===== src/rtl/mem_stage_pkg.sv =====
// Shared constants for the MEM stage: control-bundle layout, access width codes,
// and the MEM/WB register record.
package mem_stage_pkg;
    localparam int CONTROL_SIGNALS_WIDTH = 8;

    // Control bundle bit/field positions (CTRL_MEM_WIDTH is the LSB of a 2-bit field)
    localparam int CTRL_MEM_READ     = 0;
    localparam int CTRL_MEM_WRITE    = 1;
    localparam int CTRL_MEM_WIDTH    = 2;
    localparam int CTRL_MEM_UNSIGNED = 4;
    localparam int CTRL_REG_WRITE    = 5;
    localparam int CTRL_MEM_TO_REG   = 6;
    localparam int CTRL_BRANCH       = 7;

    localparam logic [1:0] MEM_BYTE = 2'b00;
    localparam logic [1:0] MEM_HALF = 2'b01;
    localparam logic [1:0] MEM_WORD = 2'b10;

    typedef struct packed {
        logic [31:0]                      pc;
        logic [31:0]                      alu_result;
        logic [31:0]                      mem_data;
        logic [4:0]                       rd_addr;
        logic [CONTROL_SIGNALS_WIDTH-1:0] control_signals;
        logic                             valid;
    } mem_wb_t;

    function automatic logic [1:0] ctrl_width(input logic [CONTROL_SIGNALS_WIDTH-1:0] ctrl);
        return ctrl[CTRL_MEM_WIDTH +: 2];
    endfunction
endpackage


===== src/rtl/mem_stage_load_formatter.sv =====
// Load lane select plus sign/zero extension. Lanes are big-endian within the word:
// offset 0 is data[31:24], and the half at addr[1]=0 is data[31:16].
module load_formatter
    import mem_stage_pkg::*;
(
    input  logic [31:0] data,
    input  logic [1:0]  addr,
    input  logic [1:0]  width,
    input  logic        is_unsigned,
    output logic [31:0] result
);
    logic [7:0]  byte_lane;
    logic [15:0] half_lane;

    always_comb begin
        byte_lane = data[31 - 8*addr -: 8];
        half_lane = addr[1] ? data[15:0] : data[31:16];
        case (width)
            MEM_BYTE: result = {{24{~is_unsigned & byte_lane[7]}}, byte_lane};
            MEM_HALF: result = {{16{~is_unsigned & half_lane[15]}}, half_lane};
            default:  result = data;
        endcase
    end
endmodule


===== src/rtl/mem_stage.sv =====
// RISC-V MEM stage: drives the data-memory interface combinationally from EX/MEM
// and registers the formatted load result into MEM/WB.
module mem_stage
    import mem_stage_pkg::*;
(
    input  logic                             clk,
    input  logic                             reset,
    input  logic [31:0]                      ex_mem_pc,
    input  logic [31:0]                      ex_mem_alu_result,
    input  logic [31:0]                      ex_mem_rs2_data,
    input  logic [4:0]                       ex_mem_rd_addr,
    input  logic [CONTROL_SIGNALS_WIDTH-1:0] ex_mem_control_signals,
    input  logic                             ex_mem_valid,
    output logic [31:0]                      dmem_addr,
    input  logic [31:0]                      dmem_data_in,
    output logic [31:0]                      dmem_data_out,
    output logic                             dmem_read,
    output logic                             dmem_write,
    output logic [3:0]                       dmem_byte_enable,
    output logic [31:0]                      mem_wb_pc,
    output logic [31:0]                      mem_wb_alu_result,
    output logic [31:0]                      mem_wb_mem_data,
    output logic [4:0]                       mem_wb_rd_addr,
    output logic [CONTROL_SIGNALS_WIDTH-1:0] mem_wb_control_signals,
    output logic                             mem_wb_valid
);
    logic [1:0]  width;
    logic [31:0] fmt_data;
    logic [31:0] load_data;
    mem_wb_t     wb_q;

    assign width      = ctrl_width(ex_mem_control_signals);
    assign dmem_addr  = ex_mem_alu_result;
    assign dmem_read  = ex_mem_valid & ex_mem_control_signals[CTRL_MEM_READ];
    assign dmem_write = ex_mem_valid & ex_mem_control_signals[CTRL_MEM_WRITE];

    // Store data is replicated across lanes so memory only has to honour the enables.
    always_comb begin
        dmem_data_out    = ex_mem_rs2_data;
        dmem_byte_enable = 4'b1111;
        case (width)
            MEM_BYTE: begin
                dmem_data_out    = {4{ex_mem_rs2_data[7:0]}};
                dmem_byte_enable = 4'b1000 >> ex_mem_alu_result[1:0];
            end
            MEM_HALF: begin
                dmem_data_out    = {2{ex_mem_rs2_data[15:0]}};
                dmem_byte_enable = ex_mem_alu_result[1] ? 4'b0011 : 4'b1100;
            end
            default: ;
        endcase
        if (!dmem_write)
            dmem_byte_enable = 4'b0000;
    end

    load_formatter u_load_formatter (
        .data        (dmem_data_in),
        .addr        (ex_mem_alu_result[1:0]),
        .width       (width),
        .is_unsigned (ex_mem_control_signals[CTRL_MEM_UNSIGNED]),
        .result      (fmt_data)
    );

    assign load_data = dmem_read ? fmt_data : 32'h0;

    always_ff @(posedge clk) begin
        if (!reset) begin
            wb_q <= '0;
        end else begin
            wb_q.pc              <= ex_mem_pc;
            wb_q.alu_result      <= ex_mem_alu_result;
            wb_q.mem_data        <= load_data;
            wb_q.rd_addr         <= ex_mem_rd_addr;
            wb_q.control_signals <= ex_mem_control_signals;
            wb_q.valid           <= ex_mem_valid;
        end
    end

    assign mem_wb_pc              = wb_q.pc;
    assign mem_wb_alu_result      = wb_q.alu_result;
    assign mem_wb_mem_data        = wb_q.mem_data;
    assign mem_wb_rd_addr         = wb_q.rd_addr;
    assign mem_wb_control_signals = wb_q.control_signals;
    assign mem_wb_valid           = wb_q.valid;
endmodule


===== config.mk =====
export PLATFORM = sky130hd
export DESIGN_NAME = mem_stage
export DESIGN_NICKNAME = d
export VERILOG_FILES = /design/src/rtl/mem_stage_pkg.sv /design/src/rtl/mem_stage_load_formatter.sv /design/src/rtl/mem_stage.sv
export SDC_FILE = /design/constraint.sdc
export NUM_CORES = 1
export LEC_CHECK = 0
export BUFFER_PORTS_ARGS = -buffer_cell sky130_fd_sc_hd__buf_2
export CELL_PAD_IN_SITES_DETAIL_PLACEMENT = 0
export CELL_PAD_IN_SITES_GLOBAL_PLACEMENT = 1
export CORE_ASPECT_RATIO = 1.2
export CORE_MARGIN = 3
export CORE_UTILIZATION = 27
export DETAILED_ROUTE_END_ITERATION = 16
export HOLD_SLACK_MARGIN = 0.05
export PLACE_DENSITY = 0.86
export SYNTH_ARGS = -nofsm -noshare
export SYNTH_HDL_FRONTEND = slang
export SYNTH_SLANG_ARGS = --single-unit

===== constraint.sdc =====
create_clock -name clk -period 2.2 [get_ports clk]
set_input_delay 0.44 -clock clk [delete_from_list [all_inputs] [get_ports clk]]
set_output_delay 0.44 -clock clk [all_outputs]
set_load 0.02 [all_outputs]

==> results.toml <==
[routing]
met2_wirelength_mm = 6.70
highest_layer = "met5"
ant_nets = 0
routed_wl_mm = 13.1
drt_iter0_markers = 161
dr_total_vias = 3755
wl_met3_mm = 1.23
drc = 0
dr.pass1.iters = 4
wl_met1_mm = 4.85
via_per_inst = 4.22
wl_per_cell_um = 14.7

[timing]
fin_crit_ns = 1.93
setup-tns-final_ns = 0
worst_pin_slew_ns = 0.560
post-route-period-util_pct = 87.9
setup_viol = 0
fin_hold_ws_ns = 0.296
drv_slew = 0
rsz0062_at_grt = "false"
hold_viol = 0
max-slew-margin-rel_pct = 62.7
timing.fmax_ghz = 0.517

[place]
portBuffers = 323
dp_hpwl_mm = 10.7
placed_area_um2 = 5650
gp_congestion = 0.793

[pwr]
leakagePower_nw = 3.16
irDropWorstVdd_v = 0.000286
p_per_area_nw_per_um2 = 755
power_mw = 4.48

[floorplanning]
io_pins = 324
chipWidth_um = 118
rows = 48
initial_core_util_pct = 28.1
die_h_um = 141
dieArea_um2 = 16700
fp.coreArea_um2 = 14600

[clock_tree]
htreeDepth = 3
cts_made_buffers = 9
hold_buffers = 0
cts_sinks = 110
clk_path_buf_depth = 2
clkTransAtPathRegs_ns = 0.08
cts_setup_buffers = 0
clock-root-buffer = "clkbuf_16"
cts_tree = "yes"
cts_resized = 0

[finish]
fillers = 1531
area_growth_pct = 45.1
layout_commonest_cell = "buf_2"
diodes = 0
drive_above_1_share_pct = 54.6
nNetsFinal = 828
final_cell_mix = "buf_2 (323), dfxtp_1 (110), and2_1 (80)"
fin_area_um2 = 5940

[yosys]
yosysUniqueCellTypes = 28
netlist_area_um2 = 4090
synth_fp_nets = 545
yosys_warnings = 0
yosysSeqAreaShare_pct = 53.8
syn_area_per_cell_um2 = 10.2
synth_seq_cells = 110
netlist_instances = 401

[critical_path]
cp_data_required_time_ns = 1.76
crit_path_cell_trace = "buf_2 > nor2_1 > buf_4 > mux2_2 > buf_2"
arrival_ns = 1.49
crit_path_top_delay_cell = "mux2_2"
crit_path_start = "ex_mem_control_signals[3]"
path_common_cell = "buf_2"
cp_max_fo = 6
cp-end-kind = "output port"
start_kind = "input port"
path_class = "input port to output port"
critPathMaxStageDelay_ns = 0.33

[min_path]
min_path_type = "input port to register"
hp-start = "ex_mem_rd_addr[0]"

[global_routing]
grt_pass1_wl_mm = 19.6
antenna_found_initial = 1
grt_overflow = 0
grt_usage_pct = 14.8
grt_start_max_net_pins = 79
grt_pass1_vias = 3645

[job]
maxCapViolCount = 0

[status]
outcome = "finished, final reports clean"
-- critical path: cells and delay by family --
| kind | cells | cell delay [ns] |
|---|---|---|
| muxes | 1 | 0.33 |
| buffers and inverters | 3 | 0.49 |
| and+or+nand+nor | 1 | 0.24 |
-- state kept, by name, summed over array words and instances (netlist names) --
| signal | flops |
|---|---|
| mem_wb_alu_result | 32 |
| mem_wb_mem_data | 32 |
| mem_wb_pc | 32 |
| mem_wb_control_signals | 8 |
| mem_wb_rd_addr | 5 |
| mem_wb_valid | 1 |
-- area by class of cell --
cell class	instances	area (um^2)	share of cell area [%]
timing repair buffer	334	1710	28.8
clock inverter	7	65.1	1.09
clock buffer	9	225	3.79
sequential	110	2200	37.1
tap	200	250	4.21
multi-input combinational	226	1480	24.8
inverter	3	11.3	0.190
-- cell usage after synthesis --
cell / n / area [um^2]
o21ai_0: 17 / 85.1
mux2i_1: 11 / 110
nand3_1: 1 / 5.00
a21oi_1: 9 / 45.0
a211o_2: 1 / 10.0
and2_1: 80 / 500
nor2_1: 6 / 22.5
nor2_2: 1 / 6.26
a32oi_1: 1 / 8.76
or3b_1: 1 / 8.76
clkbuf_1: 14 / 52.6
a211oi_1: 1 / 7.51
nand2_1: 55 / 206
nor3_1: 4 / 20.0
a311oi_1: 1 / 8.76
or3_1: 2 / 12.5
inv_1: 2 / 7.51
buf_6: 2 / 22.5
buf_4: 40 / 300
mux2_2: 18 / 203
buf_1: 1 / 3.75
nand2b_1: 1 / 6.26
mux4_2: 6 / 135
nor3b_1: 1 / 7.51
buf_2: 5 / 25.0
a22oi_1: 9 / 67.6
dfxtp_1: 110 / 2200
clkinv_1: 1 / 3.75
-- worst paths after layout --
check / to / slack (ns) / depth (start not counted)
worst min-delay path: mem_wb_rd_addr[0] / 0.30 / 2
worst max-delay path: dmem_data_out[13] / 0.27 / 5
-- stage by stage --
| stage | std cells | utilization (%) | setup slack (ns) |
|---|---|---|---|
| floorplan | 401 | - | 0.215 |
| global placement | 873 | 38.7 | 0.263 |
| CTS | 889 | 40.7 | 0.242 |
| global route | 889 | 40.7 | 0.180 |
| finish | 889 | 40.7 | 0.266 |
| detailed placement | 873 | 38.7 | 0.251 |
-- logic make-up after synthesis --
logic type      synth area share, %
simple gates                   19.4
flops                          53.8
buf+inv                        10.1
compound gates                 5.68
mux                            10.9
-- where the power goes --
group | switching, mW | leakage (nW) | total [mW] | internal, mW
Clock | 0.782 | 0.140 | 1.58 | 0.796
Combinational | 0.475 | 2.11 | 0.804 | 0.329
Sequential | 0.0210 | 0.910 | 2.10 | 2.08
Total | 1.28 | 3.16 | 4.48 | 3.21
-- layer usage --
layer | track usage, % | vias to the layer above
met5 | 0 | -
met4 | 5.49 | 2
li1 | - | 1832
met1 | 16.2 | 1688
met2 | 27.3 | 211
met3 | 4.25 | 22
Note: power is estimated with default switching activity, not from simulation.
